File: src/rtl/instruction_fetch.sv
// Instruction fetch: owns the PC, reads a synchronous instruction memory and
// holds a registered instruction until the consumer advances or halts.
module instruction_fetch #(
    parameter int          ADDR_W   = 8,
    parameter int unsigned RESET_PC = 0
) (
    input  logic              clk,
    input  logic              reset,
    input  logic              pc_inc,
    input  logic              jump_en,
    input  logic [ADDR_W-1:0] jump_target,
    input  logic              halt,
    output logic [ADDR_W-1:0] mem_addr,
    output logic              mem_rd,
    input  logic [31:0]       mem_rdata,
    output logic [31:0]       instruction,
    output logic              instr_valid,
    output logic [ADDR_W-1:0] pc,
    output logic              halted
);

    typedef enum logic [1:0] {
        S_FETCH = 2'd0,
        S_WAIT  = 2'd1,
        S_READY = 2'd2,
        S_HALT  = 2'd3
    } state_t;

    state_t            state_q, state_d;
    logic [ADDR_W-1:0] pc_q, pc_d;
    logic [31:0]       instr_q, instr_d;
    logic              valid_q, valid_d;
    logic              halted_q, halted_d;

    always_ff @(posedge clk or posedge reset) begin
        if (reset) begin
            state_q  <= S_FETCH;
            pc_q     <= ADDR_W'(RESET_PC);
            instr_q  <= 32'h0;
            valid_q  <= 1'b0;
            halted_q <= 1'b0;
        end else begin
            state_q  <= state_d;
            pc_q     <= pc_d;
            instr_q  <= instr_d;
            valid_q  <= valid_d;
            halted_q <= halted_d;
        end
    end

    always_comb begin
        state_d  = state_q;
        pc_d     = pc_q;
        instr_d  = instr_q;
        valid_d  = valid_q;
        halted_d = halted_q;
        unique case (state_q)
            S_FETCH: state_d = S_WAIT;
            S_WAIT: begin
                instr_d = mem_rdata;
                valid_d = 1'b1;
                state_d = S_READY;
            end
            S_READY: begin
                if (pc_inc) begin
                    pc_d    = jump_en ? jump_target : pc_q + ADDR_W'(1);
                    valid_d = 1'b0;
                    state_d = S_FETCH;
                end
            end
            S_HALT: ;
            default: state_d = S_HALT;
        endcase
        // Halt wins over everything, including the WAIT capture.
        if (halt) begin
            state_d  = S_HALT;
            pc_d     = pc_q;
            instr_d  = instr_q;
            valid_d  = 1'b0;
            halted_d = 1'b1;
        end
    end

    // Strobe is gated by reset so nothing is issued while reset is held.
    assign mem_rd      = (state_q == S_FETCH) && !reset;
    assign mem_addr    = pc_q;
    assign pc          = pc_q;
    assign instruction = instr_q;
    assign instr_valid = valid_q;
    assign halted      = halted_q;

endmodule
File: config.mk
export PLATFORM = sky130hd
export DESIGN_NAME = instruction_fetch
export DESIGN_NICKNAME = d
export VERILOG_FILES = /design/src/rtl/instruction_fetch.sv
export SDC_FILE = /design/constraint.sdc
export NUM_CORES = 1
export LEC_CHECK = 0
export CAP_MARGIN = 25
export CORE_MARGIN = 1.5
export CORE_UTILIZATION = 40
export DETAILED_ROUTE_END_ITERATION = 8
export GPL_TIMING_DRIVEN = 0
export PLACE_DENSITY = 0.89
export SLEW_MARGIN = 15
export SYNTH_ARGS = -nofsm -noshare
export SYNTH_HDL_FRONTEND = slang
export SYNTH_SLANG_ARGS = --single-unit
File: constraint.sdc
create_clock -name clk -period 3.1 [get_ports clk]
set_input_delay 0.31 -clock clk [delete_from_list [all_inputs] [get_ports clk]]
set_output_delay 0.31 -clock clk [all_outputs]
set_load 0.005 [all_outputs]
# Yosys cells after proc, flatten, opt, wreduce, memory -nomap -nowiden
# Cells that the tools add are included.
dict set report word_totals {
  regBits 44
  elab_cells 26
  output_inout_bits 51
}
dict set report op_classes {
  n_bitwise 1
  add_sub_neg 1
  muxes 7
  n_eq_ne 3
  n_reduce_logical 9
}
# operator count
set op_table {}
lappend op_table {{8-bit by 1-bit adder with 8-bit output (second input constant)} 1}
lappend op_table {{8-bit 2-to-1 mux} 1}
lappend op_table {{2-bit case mux with 3 select lines} 1}
lappend op_table {{2-bit AND reduction} 3}
lappend op_table {{2-bit 2-to-1 mux} 2}
lappend op_table {{4-bit nonzero test} 1}
lappend op_table {{3-bit != test (second input constant)} 1}
lappend op_table {{3-bit AND reduction} 1}
lappend op_table {{3-bit nonzero test} 1}
lappend op_table {{2-bit by 1-bit equality test with 1-bit output (second input constant)} 1}
lappend op_table {{2-bit equality test (second input constant)} 1}
lappend op_table {{2-bit zero test} 1}
lappend op_table {{1-bit 2-to-1 mux} 2}
lappend op_table {{1-bit case mux with 2 select lines} 1}
lappend op_table {{1-bit logical AND} 1}
lappend op_table {{1-bit zero test} 1}
lappend op_table {{1-bit NOT} 1}

# Depth between registers and ports, before layout
# Gate-level depths: netlist of run 1.
dict set report logic_depth {
  ltp_word 3
  mapped_depth 6
  mapped_depth_nobuf 5
}

# Least setup slack after synthesis of run 1
# No wires, ideal clock.
dict set report synth_timing {
  path_type {register -> register}
  startpoint {register state_q[1]}
  endpoint {register instr_q[18] (netlist: instruction[18])}
  stages_incl_launch_ff 7
  arrival_ns 1.427
  period_less_slack_ns 1.552
  required_time_ns 2.975
  setup_ns 0.125
  setup_slack_ns 1.548
  path_buffers 2
  path_cell_list {dfrtp_1 inv_1 ha_1 nor2b_1 clkbuf_2 buf_2 mux2_2}
}
dict set report synth_via {
  elab_chain_len 2
}
# item line_no
set synth_lines {}
lappend synth_lines {{start: declaration} 29} ;# state_t state_q, state_d;
lappend synth_lines {{start signal: assignment} 43} ;# state_q <= state_d;
lappend synth_lines {{2-bit by 1-bit equality test with 1-bit output} 57} ;# unique case (state_q)
lappend synth_lines {{2-bit AND reduction (no line)} -}
lappend synth_lines {{end signal: assignment} 45} ;# instr_q <= instr_d;
lappend synth_lines {{end: declaration} 31} ;# logic [31:0] instr_q, instr_d;
# No other way between the ends.
# A chain may end at the register's enable or synchronous reset.

# Final worst setup path of run 1
dict set report layout_timing {
  startpoint {register state_q[0]}
  endpoint {output mem_rd}
}
dict set report layout_via {
  elab_chain_len 2
}
# item line_no
set layout_lines {}
lappend layout_lines {{2-bit zero test} 85} ;# assign mem_rd = (state_q == S_FETCH) && !reset;
lappend layout_lines {{1-bit logical AND} 85}
lappend layout_lines {{end: declaration} 14} ;# output logic mem_rd,
# No other way between the ends.

==> flow_summary.html, run 1 <==
<table>
<tr><th>Metric</th><th>Value</th></tr>
<tr><th colspan="2">Synth</th></tr>
<tr><td>Ranking of synthesized cells by area</td><td>dfrtp_1 (54%), mux2_2 (17%), ha_1 (3.1%)</td></tr>
<tr><td>Sequential fraction of the synthesis area</td><td>between 50% and 60%</td></tr>
<tr><td>Proportion of synthesized flip-flops having asynchronous set or reset</td><td>100%</td></tr>
<tr><td>Most frequently used cell type in the post-synthesis netlist</td><td>dfrtp_1</td></tr>
<tr><td>Number of cells produced by synthesis</td><td>160</td></tr>
<tr><td>Count of flip-flops with a built-in enable after synthesis</td><td>0</td></tr>
<tr><td>Main synth FF type</td><td>dfrtp_1</td></tr>
<tr><td>Flip-flop and latch count after synthesis</td><td>44</td></tr>
<tr><td>Share of Yosys cell area claimed by the top area cell type</td><td>54.3%</td></tr>
<tr><td>Ys Warns</td><td>0</td></tr>
<tr><td>Average size of a mapped cell</td><td>12.7 sq um</td></tr>
<tr><td>Area leader, netlist</td><td>dfrtp_1</td></tr>
<tr><td>Net count after synthesis</td><td>210</td></tr>
<tr><td>Synth unique cells</td><td>31</td></tr>
<tr><td>Most instantiated cells after synthesis</td><td>dfrtp_1 (44), mux2_2 (31), buf_4 (8), o21ai_0 (8), nor2_1 (7)</td></tr>
<tr><td>Synthesized area</td><td>between 0.002 and 0.0025 sq mm</td></tr>
<tr><th colspan="2">Power</th></tr>
<tr><td>Clock power share</td><td>13.6%</td></tr>
<tr><td>LEAKAGE</td><td>roughly 0.0014 uW</td></tr>
<tr><td>Power density normalized to cell area</td><td>slightly above 800 mW/mm^2</td></tr>
<tr><td>Share of total power consumed by net switching</td><td>about 28%</td></tr>
<tr><td>Cell Int Power</td><td>about 1800 uW</td></tr>
<tr><td>Net load switching power</td><td>716 uW</td></tr>
<tr><td>Logic gate share of total power</td><td>between 40% and 50%</td></tr>
<tr><td>Share of total power in sequential cells</td><td>between 30% and 40%</td></tr>
<tr><td>IR Drop Worst-Case VDD</td><td>between 0.0004 and 0.0005 V</td></tr>
<tr><th colspan="2">GRT</th></tr>
<tr><td>Via count of the first global-routing pass</td><td>approximately 1,600</td></tr>
<tr><td>Total grt overflow</td><td>0</td></tr>
<tr><td>First-pass GRT wire length</td><td>slightly below 7 mm</td></tr>
<tr><td>Maximum number of pins on one net before global-route repair</td><td>26</td></tr>
<tr><td>GRT Util Overall</td><td>between 10% and 20%</td></tr>
<tr><td>Number of antenna violations at the first check in global routing</td><td>0</td></tr>
<tr><th colspan="2">Worst setup path</th></tr>
<tr><td>Count of cell instances traversed by the critical path</td><td>4</td></tr>
<tr><td>Critical path class</td><td>reg2out</td></tr>
<tr><td>Type of element launching the critical path</td><td>flip-flop</td></tr>
<tr><td>Highest cell delay on the worst timing path</td><td>0.50 ns</td></tr>
<tr><td>CP Data Arrival Time</td><td>1.60 ns</td></tr>
<tr><td>Worst Reg2Reg Path Length in Cells</td><td>6</td></tr>
<tr><td>Worst path required time</td><td>~2.8 ns</td></tr>
<tr><td>Crit-path leading delay family</td><td>buffers and inverters</td></tr>
<tr><td>Worst path cell trace</td><td>inv_1, ha_1, nor2b_1, clkdlybuf4s50_1</td></tr>
<tr><td>Peak fanout along the critical path</td><td>3</td></tr>
<tr><td>Nature of the critical path endpoint</td><td>output pin</td></tr>
<tr><td>Critical register-to-register path startpoint</td><td>state_q[1]$_DFFE_PP0P_</td></tr>
<tr><td>Destination of the worst register-to-register timing path</td><td>instruction[18]$_DFFE_PP0P_</td></tr>
<tr><td>Worst reg2reg setup slack</td><td>1.36 ns</td></tr>
<tr><td>Count of buffering cells on the critical path with inverters included</td><td>2</td></tr>
<tr><td>Slowest stage cell on the critical path</td><td>clkdlybuf4s50_1</td></tr>
<tr><th colspan="2">Route</th></tr>
<tr><td>Per-cell via count in the routed design</td><td>between 4 and 5</td></tr>
<tr><td>Antenna violation net count after detailed routing</td><td>0</td></tr>
<tr><td>Total via count after detailed routing</td><td>roughly 1,600</td></tr>
<tr><td>Initial detailed-routing violation count</td><td>35</td></tr>
<tr><td>Per-cell routed wire length</td><td>around 13 um</td></tr>
<tr><td>Wire length after detailed routing</td><td>approximately 4.3 mm</td></tr>
<tr><td>Iteration count of the initial detailed-routing pass</td><td>4</td></tr>
<tr><td>Remaining design rule violation count</td><td>0</td></tr>
<tr><th colspan="2">Floorplanning</th></tr>
<tr><td>Number of core rows</td><td>25</td></tr>
<tr><td>Overall die area</td><td>about 0.0055 sq mm</td></tr>
<tr><td>Die H</td><td>74.2 um</td></tr>
<tr><td>Core box area</td><td>between 0.004 and 0.005 sq mm</td></tr>
<tr><td>Die extent in x</td><td>roughly 74 um</td></tr>
<tr><td>Count of pins on the block boundary</td><td>96</td></tr>
<tr><td>Starting density of the core</td><td>a little over two fifths</td></tr>
<tr><th colspan="2">Final layout</th></tr>
<tr><td>Number of nets at the end of the flow</td><td>approximately 310</td></tr>
<tr><td>Area taken by flip-flops and latches</td><td>0.00110 sq mm</td></tr>
<tr><td>N_diodes</td><td>0</td></tr>
<tr><td>Area occupied by multi-input gates</td><td>about 820 sq um</td></tr>
<tr><td>Count of filler cells inserted in the layout</td><td>396</td></tr>
<tr><td>Area added between synthesis and finish</td><td>56.3%</td></tr>
<tr><td>Layout cells sized above 1</td><td>about 22%</td></tr>
<tr><th colspan="2">CTS</th></tr>
<tr><td>Total clock buffers created by CTS</td><td>5</td></tr>
<tr><td>Insertion delay of the later-clocked pin in the worst-skew pair</td><td>0.29 ns</td></tr>
<tr><td>Post-cts resize count</td><td>0</td></tr>
<tr><td>Max Root-Sink Buffers</td><td>2</td></tr>
<tr><td>Max H-tree Level</td><td>2</td></tr>
<tr><td>Clock slew at the register clock pins of the worst setup and hold paths</td><td>about 0.080 ns</td></tr>
<tr><td>TritonCTS sink count</td><td>44</td></tr>
<tr><td>TritonCTS clock tree</td><td>built</td></tr>
<tr><td>Master cell of the clock root buffer</td><td>clkbuf_8</td></tr>
<tr><td>CTS Hold Buffers Added</td><td>0</td></tr>
<tr><td>Setup fix buffers added after clock tree synthesis</td><td>0</td></tr>
<tr><th colspan="2">Timing</th></tr>
<tr><td>Final-layout setup total negative slack</td><td>0 ns</td></tr>
<tr><td>Highest attainable clock frequency</td><td>~0.52 GHz</td></tr>
<tr><td>Setup-violating endpoint count in the final report</td><td>0</td></tr>
<tr><td>Setup ws final</td><td>1.19 ns</td></tr>
<tr><td>Max-slew violations</td><td>0</td></tr>
<tr><td>Transition time at the pin with the least slew margin</td><td>0.444 ns</td></tr>
<tr><td>Max transition margin</td><td>a little over two thirds</td></tr>
<tr><td>Clock period minus worst slack</td><td>1.91 ns</td></tr>
<tr><td>Unrepaired setup endpoints after global routing</td><td>false</td></tr>
<tr><td>Share of the clock period used by the worst path</td><td>61.6%</td></tr>
<tr><td>Skew final</td><td>0.00332 ns</td></tr>
<tr><td>Final hold violation count</td><td>0</td></tr>
<tr><th colspan="2">Place</th></tr>
<tr><td>Count of buffers from port buffering</td><td>95</td></tr>
<tr><td>Weighted congestion reported at the end of routability-driven placement</td><td>0.746</td></tr>
<tr><td>Dpl hpwl</td><td>roughly 3.3 mm</td></tr>
<tr><td>Setup WS pre-CTS</td><td>around 1.2 ns</td></tr>
<tr><th colspan="2">Run</th></tr>
<tr><td>MaxCap Viol Count</td><td>0</td></tr>
<tr><th colspan="2">Worst hold path</th></tr>
<tr><td>Classification of the worst-slack hold path</td><td>in2async</td></tr>
<tr><th colspan="2">Run status</th></tr>
<tr><td>Run status</td><td>complete, no violations</td></tr>
</table>
registers in the layout, summed over array words and instances (netlist names):
name,flops
mem_addr,8
state_q,2
instruction,32
instr_valid,1
halted,1
cell usage in the layout (no fill, tap or decap), drive strengths merged, types with 4 or more instances in the layout:
cell type,n
nand2b,6
dfrtp,44
o21ai,8
nor2,7
buf,15
nand2,4
clkbuf,6
mux2i,6
clkdlybuf4s50,95
inv,4
ha,5
mux2,33
power groups by stage:
stage,clock network (uW),registers (uW),logic (uW)
2_1_floorplan,0,1030,476
3_3_place_gp,0,1010,1180
6_report,346,1010,1200
4_1_cts,363,1010,1220
5_1_grt,386,1050,1300
3_5_place_dp,0,1020,1210
stage by stage:
| step | hold WS [ns] | std cells | instance area [sq um] | total power [uW] | util, % |
|---|---|---|---|---|---|
| finish | 0.368 | 331 | 3170 | 2550 | 65.8 |
| global route | 0.418 | 331 | 3170 | 2740 | 65.8 |
| CTS | 0.378 | 331 | 3170 | 2600 | 65.8 |
| detailed placement | 0.455 | 323 | 3080 | 2240 | 64.0 |
| global placement | 0.451 | 322 | 3060 | 2180 | 63.6 |
| floorplan | 0.373 | 160 | 2030 | 1500 | - |
cells by family after synthesis:
kind of cell | count (synthesis) | share of synthesized area (%)
mux | 39 | 21.3
simple gates | 36 | 10.9
fa+ha+maj | 5 | 3.08
compound gates | 17 | 5.00
buf+inv | 19 | 5.43
flops | 44 | 54.3
worst max-delay path by stage:
stage                                start                          end  slack (ns)
global route        state_q[0]$_DFFE_PP0P_                       mem_rd        1.10
global placement                     reset   instruction[2]$_DFFE_PP0P_        0.79
CTS                 state_q[0]$_DFFE_PP0P_                       mem_rd        1.17
detailed placement                    halt  instruction[18]$_DFFE_PP0P_        1.17
floorplan           state_q[1]$_DFFE_PP0P_  instruction[18]$_DFFE_PP0P_        1.55
finish              state_q[0]$_DFFE_PP0P_                       mem_rd        1.19
final cells by class:
cell class                 instances  share of cell area, %
multi-input combinational         97                   25.8
buffer                            15                   3.00
clock inverter                     3                  0.592
sequential                        44                   34.7
inverter                           4                  0.474
tap                               67                   2.64
timing repair buffer              96                   30.6
clock buffer                       5                   2.17
per-layer routing:
layer	global-route usage, %	share of wire (%)	wire [um]	up-vias
met5	0	0	0	-
met4	4.94	1.1	47	0
met3	4.61	8.0	344	6
met2	29.2	50	2140	64
met1	18.6	41	1790	738
li1	-	-	-	759
Power figures use the tool's default switching activity.
==> run 2, diff against run 1 <==
Settings changed: CORE_UTILIZATION 40 to 37, PLACE_DENSITY 0.89 to 0.86.
Clock period 3.1 ns to 1.7 ns, I/O delays scaled along.
==> flow_summary.html, run 2 (synthesis results as in run 1) <==
<table>
<tr><th>Metric</th><th>Value</th></tr>
<tr><th colspan="2">Run status</th></tr>
<tr><td>Run status</td><td>complete, no violations</td></tr>
<tr><th colspan="2">Place</th></tr>
<tr><td>Weighted congestion reported at the end of routability-driven placement</td><td>0.734 (-1.6%)</td></tr>
<tr><td>Count of buffers from port buffering</td><td>95 (unchanged)</td></tr>
<tr><td>Dpl hpwl</td><td>3.55 mm (+7.7%)</td></tr>
<tr><td>Count of placed standard cells including taps</td><td>326 (+0.93%)</td></tr>
<tr><th colspan="2">Worst setup path</th></tr>
<tr><td>Worst path required time</td><td>1.87 ns (-0.92 ns)</td></tr>
<tr><td>Highest cell delay on the worst timing path</td><td>0.41 ns (-0.09 ns)</td></tr>
<tr><td>Critical path class</td><td>reg2reg</td></tr>
<tr><td>Count of buffering cells on the critical path with inverters included</td><td>3 (+1)</td></tr>
<tr><td>Crit-path leading delay family</td><td>buffers and inverters</td></tr>
<tr><td>Nature of the critical path endpoint</td><td>flip-flop</td></tr>
<tr><td>Type of element launching the critical path</td><td>flip-flop</td></tr>
<tr><td>Slowest stage cell on the critical path</td><td>dfrtp_1</td></tr>
<tr><td>Crit path launch</td><td>state_q[0]$_DFFE_PP0P_</td></tr>
<tr><td>CP dominant cell by count</td><td>buf_4</td></tr>
<tr><td>Peak fanout along the critical path</td><td>10 (+7)</td></tr>
<tr><td>Critical register-to-register path startpoint</td><td>state_q[0]$_DFFE_PP0P_</td></tr>
<tr><td>CP Data Arrival Time</td><td>1.79 ns (+0.19 ns)</td></tr>
<tr><td>Worst path cell trace</td><td>buf_4, ha_1, nor2b_1, buf_4, buf_6, mux2_1</td></tr>
<tr><th colspan="2">Route</th></tr>
<tr><td>Iteration count of the initial detailed-routing pass</td><td>4 (unchanged)</td></tr>
<tr><td>Total via count after detailed routing</td><td>1,593 (+1.7%)</td></tr>
<tr><td>Per-cell routed wire length</td><td>13.6 um (+4.0%)</td></tr>
<tr><td>Remaining design rule violation count</td><td>0 (unchanged)</td></tr>
<tr><td>Initial detailed-routing violation count</td><td>60 (+71%)</td></tr>
<tr><td>Wire length after detailed routing</td><td>4.58 mm (+5.9%)</td></tr>
<tr><td>Per-cell via count in the routed design</td><td>4.73 (-0.15%)</td></tr>
<tr><td>Antenna violation net count after detailed routing</td><td>0 (unchanged)</td></tr>
<tr><th colspan="2">Power</th></tr>
<tr><td>LEAKAGE</td><td>0.00139 uW (+2.2%)</td></tr>
<tr><td>Logic gate share of total power</td><td>45.8% (-1.0 points)</td></tr>
<tr><td>Share of total power consumed by net switching</td><td>27.3% (-0.76 points)</td></tr>
<tr><td>Share of total power in sequential cells</td><td>37.5% (-2.1 points)</td></tr>
<tr><td>Cell Int Power</td><td>3610 uW (+96%)</td></tr>
<tr><td>IR Drop Worst-Case VDD</td><td>0.000759 V (+68%)</td></tr>
<tr><td>Net load switching power</td><td>1350 uW (+89%)</td></tr>
<tr><td>Power density normalized to cell area</td><td>1520 mW/mm^2 (+89%)</td></tr>
<tr><td>Clock power share</td><td>16.7% (+3.1 points)</td></tr>
<tr><th colspan="2">CTS</th></tr>
<tr><td>Clock slew at the register clock pins of the worst setup and hold paths</td><td>0.08 ns (about the same)</td></tr>
<tr><td>Master cell of the clock root buffer</td><td>clkbuf_8</td></tr>
<tr><td>Max H-tree Level</td><td>2 (unchanged)</td></tr>
<tr><td>CTS Hold Buffers Added</td><td>0 (unchanged)</td></tr>
<tr><td>Total clock buffers created by CTS</td><td>5 (unchanged)</td></tr>
<tr><td>Insertion delay of the later-clocked pin in the worst-skew pair</td><td>0.29 ns (about the same)</td></tr>
<tr><td>TritonCTS clock tree</td><td>built</td></tr>
<tr><td>TritonCTS sink count</td><td>44 (unchanged)</td></tr>
<tr><td>Max Root-Sink Buffers</td><td>2 (unchanged)</td></tr>
<tr><th colspan="2">GRT</th></tr>
<tr><td>Maximum number of pins on one net before global-route repair</td><td>30 (+15%)</td></tr>
<tr><td>Via count of the first global-routing pass</td><td>1,598 (+2.3%)</td></tr>
<tr><td>Total grt overflow</td><td>0 (unchanged)</td></tr>
<tr><td>Number of antenna violations at the first check in global routing</td><td>0 (unchanged)</td></tr>
<tr><td>GRT Util Overall</td><td>16.0% (-0.20 points)</td></tr>
<tr><td>First-pass GRT wire length</td><td>7.58 mm (+11%)</td></tr>
<tr><th colspan="2">Floorplanning</th></tr>
<tr><td>Starting density of the core</td><td>39.0% (-3.1 points)</td></tr>
<tr><td>Number of core rows</td><td>26 (+4.0%)</td></tr>
<tr><td>Core box area</td><td>0.00520 sq mm (+8.1%)</td></tr>
<tr><td>Count of pins on the block boundary</td><td>96 (unchanged)</td></tr>
<tr><td>Die extent in x</td><td>77.0 um (+3.8%)</td></tr>
<tr><td>Die H</td><td>77.0 um (+3.8%)</td></tr>
<tr><td>Overall die area</td><td>0.00593 sq mm (+7.8%)</td></tr>
<tr><th colspan="2">Timing</th></tr>
<tr><td>Final-layout setup total negative slack</td><td>0 ns (unchanged)</td></tr>
<tr><td>Setup-violating endpoint count in the final report</td><td>0 (unchanged)</td></tr>
<tr><td>Max-slew violations</td><td>0 (unchanged)</td></tr>
<tr><td>Transition time at the pin with the least slew margin</td><td>0.368 ns (-0.0763 ns)</td></tr>
<tr><td>Final hold violation count</td><td>0 (unchanged)</td></tr>
<tr><td>Unrepaired setup endpoints after global routing</td><td>false</td></tr>
<tr><td>Clock period minus worst slack</td><td>approximately 1.6 ns</td></tr>
<tr><td>Skew final</td><td>0.00771 ns (+0.00439 ns)</td></tr>
<tr><td>Max transition margin</td><td>75.4% (+5.1 points)</td></tr>
<tr><td>Share of the clock period used by the worst path</td><td>95.5%</td></tr>
<tr><td>Highest attainable clock frequency</td><td>~0.62 GHz</td></tr>
<tr><th colspan="2">Final layout</th></tr>
<tr><td>Post-Route Utilization</td><td>62.6% (-3.2 points)</td></tr>
<tr><td>Most frequent standard cell in the layout excluding fill and tap cells</td><td>clkdlybuf4s50_1</td></tr>
<tr><td>Number of nets at the end of the flow</td><td>316 (+0.96%)</td></tr>
<tr><td>Most frequent cells in the layout</td><td>clkdlybuf4s50_1 (94), dfrtp_1 (44), mux2_2 (31)</td></tr>
<tr><td>Area taken by flip-flops and latches</td><td>0.00110 sq mm (unchanged)</td></tr>
<tr><td>Number of flip-flops under the largest register name</td><td>32 (unchanged)</td></tr>
<tr><td>Layout cells sized above 1</td><td>24.7% (+2.4 points)</td></tr>
<tr><td>Area occupied by multi-input gates</td><td>823 sq um (+0.77%)</td></tr>
<tr><td>Area added between synthesis and finish</td><td>60.6%</td></tr>
<tr><td>Fin cells</td><td>337 (+1.8%)</td></tr>
<tr><td>Count of filler cells inserted in the layout</td><td>431 (+8.8%)</td></tr>
<tr><td>N_diodes</td><td>0 (unchanged)</td></tr>
<tr><th colspan="2">Run</th></tr>
<tr><td>MaxCap Viol Count</td><td>0 (unchanged)</td></tr>
<tr><th colspan="2">Worst hold path</th></tr>
<tr><td>Classification of the worst-slack hold path</td><td>in2async</td></tr>
</table>
[run 2: power by group through the flow]
stage | Clock [uW] | Sequential [uW] | Combinational (uW)
final | 827 | 1860 | 2270
after global routing | 904 | 1930 | 2440
after CTS | 858 | 1860 | 2280
after detailed placement | 0 | 1880 | 2220
after global placement | 0 | 1840 | 2160
after floorplan | 0 | 1880 | 867
[run 2: worst register-to-register path, stage by stage, from the launching register on]
cell	delay, ns
dfrtp_1	0.41
buf_4	0.14
ha_1	0.21
nor2b_1	0.13
buf_4	0.17
buf_6	0.14
mux2_1	0.31
[run 2: worst paths after layout]
kind,to,slack (ns),cells after the start
hold / removal,instruction[16]$_DFFE_PP0P_,0.20,2
setup reg to reg,instruction[22]$_DFFE_PP0P_,0.08,6
max in group asynchronous,instruction[18]$_DFFE_PP0P_,1.04,3
min in group clk,halted$_DFFE_PP0P_,0.47,1
setup / recovery,instruction[22]$_DFFE_PP0P_,0.08,6
hold reg to reg,halted$_DFFE_PP0P_,0.47,1
[run 2: layer usage]
| metal | vias up | track usage (%) | part of all wire (%) |
|---|---|---|---|
| li1 | 763 | - | - |
| met3 | 4 | 5.24 | 7.6 |
| met4 | 0 | 3.82 | 0.72 |
| met1 | 760 | 18.5 | 42 |
| met5 | - | 0 | 0 |
| met2 | 66 | 28.7 | 50 |
[run 2: final cells by class]
cell class / count / share of cell area [%]
Sequential cell: 44 / 33.8
Timing Repair Buffer: 99 / 30.5
Multi-Input combinational cell: 97 / 25.3
Buffer: 15 / 3.57
Tap cell: 70 / 2.69
Clock buffer: 6 / 2.54
Clock inverter: 2 / 1.19
Inverter: 4 / 0.461
[run 2: repair_timing]
action	in CTS	in global routing
pin swaps	0	1
setup endpoints to repair	31	33
buffers inserted	3	0
gates resized for setup	7	7
[run 2: metrics by stage]
| step | power, uW | hold WS [ns] | setup WS (ns) | cell area [sq um] |
|---|---|---|---|---|
| 6_report | 4960 | 0.201 | 0.0768 | 3260 |
| 5_1_grt | 5280 | 0.232 | 0.0278 | 3260 |
| 4_1_cts | 5000 | 0.200 | 0.0276 | 3240 |
| 3_5_place_dp | 4100 | 0.462 | -0.0913 | 3090 |
| 3_3_place_gp | 4000 | 0.450 | -0.448 | 3070 |
| 2_1_floorplan | 2740 | 0.233 | 0.148 | 2030 |
==> run 3, diff against run 2 <==
Settings changed: CAP_MARGIN 25 to 20, CTS_CLUSTER_DIAMETER set to 100, SLEW_MARGIN 15 to unset.
==> results of run 3 <==
The final DEF is identical to that of run 2; final timing and power are the same.
==> patch (config.mk and constraints of run 1) <==
Re-encode `state_t` (4 states) as one-hot, 4 bits wide.
--- a/src/rtl/instruction_fetch.sv
+++ b/src/rtl/instruction_fetch.sv
@@ -19,11 +19,11 @@
     output logic              halted
 );
 
-    typedef enum logic [1:0] {
-        S_FETCH = 2'd0,
-        S_WAIT  = 2'd1,
-        S_READY = 2'd2,
-        S_HALT  = 2'd3
+    typedef enum logic [3:0] {
+        S_FETCH = 4'b0001,
+        S_WAIT  = 4'b0010,
+        S_READY = 4'b0100,
+        S_HALT  = 4'b1000
     } state_t;
 
     state_t            state_q, state_d;
Check against the original RTL: no difference found for any inputs over 10 cycles, from zero or initial values and one cycle with reset high; not proved beyond that.
==> patch against run 1 <==
Design area is 3.2% higher. Sequential share of layout area rose by 0.51 points. Routed wire length increased by 10%. Worst setup slack worse by 0.090 ns. Area after synthesis is 5.1% higher. Via count grew 2.7%. Sequential cell count grew 2. Count of clock-buffer cells in the layout up 2. Worst hold slack lost 0.029 ns. Largest cell class unchanged.
Power is not compared: it rests on default switching activity, and its combinational part moved more than twofold at a synthesized area within 25%.
==> patch: results (changes against run 1) <==
Max Used Layer=met4; fill count=407 (+2.8%); Slew @ Worst Pin=0.459 ns (+0.0150 ns); Post-CTS Setup Bufs=0 (unchanged); R2R cell count=4 (-2); Largest register FFs=32 (unchanged); clock transition at the registers of the reported paths=0.08 ns (about the same); post_cts resized=0 (unchanged); Biggest consumer=registers; top cells by area, synth=dfrtp_1, mux2_4, buf_4, nor2_1, a21oi_1; fraction of layout cells with a size suffix above 1=0.221 (-0.00295); P_sw=0.214 mW; Nets=308 (-1.6%); initial antenna violation count=0 (unchanged); IO Port Bufs=94 (-1.1%); grt met1 use=0.212 (+0.0260); first-pass GRT wire length=8.01 mm (+17%); GPL Wtd Cong=0.807 (+8.2%); vias in the first global route=1,655 (+6.0%); htree depth=2 (unchanged); Post-synth top cells=dfrtp_1, mux2_4, nor2_1; WL final=4.77 mm (+10%); DRT iter0 DRCs=48 (+37%); ANT cells=0 (unchanged); sequential power=0.599 mW; delay of the slowest critical-path stage=0.52 ns (+0.02 ns); r2r setup slk=1.59 ns (+0.23 ns); Syn Nets=206 (-1.9%); Max stage delay cell, worst path=dfstp_2; DR WL/cell=14.3 um (+9.8%); post-synthesis cell count=160 (unchanged); Post-synth ARST share=1.00 (unchanged); wl on met1=2.06 mm (+15%); DR WL met2=2.41 mm (+13%); Clk Latency, worst-skew pair=0.29 ns (about the same); status=complete, no violations; top_reg_cell synth=dfrtp_1; CTS Root Cell=clkbuf_8; Netlist cell types=36 (+16%); Final Hold Fails=0 (unchanged); Clock Tree Buf Depth=2 (unchanged); met2 usage=0.301 (+0.00923); Ys Warns=0 (unchanged); pin count of the biggest net entering global routing=31 (+19%); P_comb=0.0830 mW; hpwl dp=3.55 mm (+7.8%); critical path fanouts, max=8 (+5); Detail Route Antenna Nets=0 (unchanged); post-synthesis sequential area ratio=0.541 (-0.00206); skew final=0.00573 ns (+0.00241 ns); Avg Vias per Cell=4.83 (+2.1%); number of placed instances, taps included=325 (+0.62%); drt pass-1 iters=4 (unchanged); met3 usage=0.0467 (+0.000636); metal3 WL=260 um (-24%); total CTS buffers=5 (unchanged); GR Util All Layers=0.172 (+0.0100)
[patch: cell count changes in the layout (fill, tap and decap cells not counted), sizes merged, moves of 2 or more]
cell and change:
a21oi +5, clkbuf +3, ha -4, mux2i -4, nand2b -4, nand3 +3, nand4 +2, nor2 +4
nor2b -3, nor3b -2, o21ai -2, o31ai +2
[patch: final timing paths]
path                             from         endpoint
min                             reset           halted
min in group clk              jump_en      mem_addr[0]
max reg2reg                state_q[0]  instruction[23]
max in group asynchronous       reset       state_q[0]
min reg2reg                    halted           halted
max                        state_q[0]           mem_rd
[patch: cell type report]
type,count,share of cell area
Clock inverter,1,0.00153
Buffer,15,0.0340
Tap cell,70,0.0268
Multi-Input combinational cell,95,0.261
Inverter,4,0.00459
Clock buffer,7,0.0264
Timing Repair Buffer,95,0.294
Sequential cell,46,0.352
[patch: worst max-delay path, delay by kind of cell, from the launching register on]
kind                   cells  cell delay (ns)
buffers and inverters      2             0.67
and+or+nand+nor            2             0.21
DFF                        1             0.52
[patch: cells by family (layout without fill, tap and decap cells)]
logic type,Yosys count,after routing,share of synthesized area
DFF,46,46,0.541
and+or+nand+nor,35,35,0.0904
muxes,34,34,0.231
AOI/OAI and AO/OA,24,24,0.0681
buffers and inverters,19,122,0.0593
adders and majority gates,1,1,0.00587
xor gates and xnor gates,1,1,0.00411
[patch: per-stage QoR]
step                setup slack, ns  cell area (um2)  hold WS (ns)  utilization
finish                         1.10             3270         0.339        0.640
global route                   1.02             3270         0.381        0.640
CTS                            1.09             3270         0.346        0.640
detailed placement             1.24             3180         0.456        0.622
global placement              0.739             3160         0.453        0.619
floorplan                      1.69             2130         0.376            -
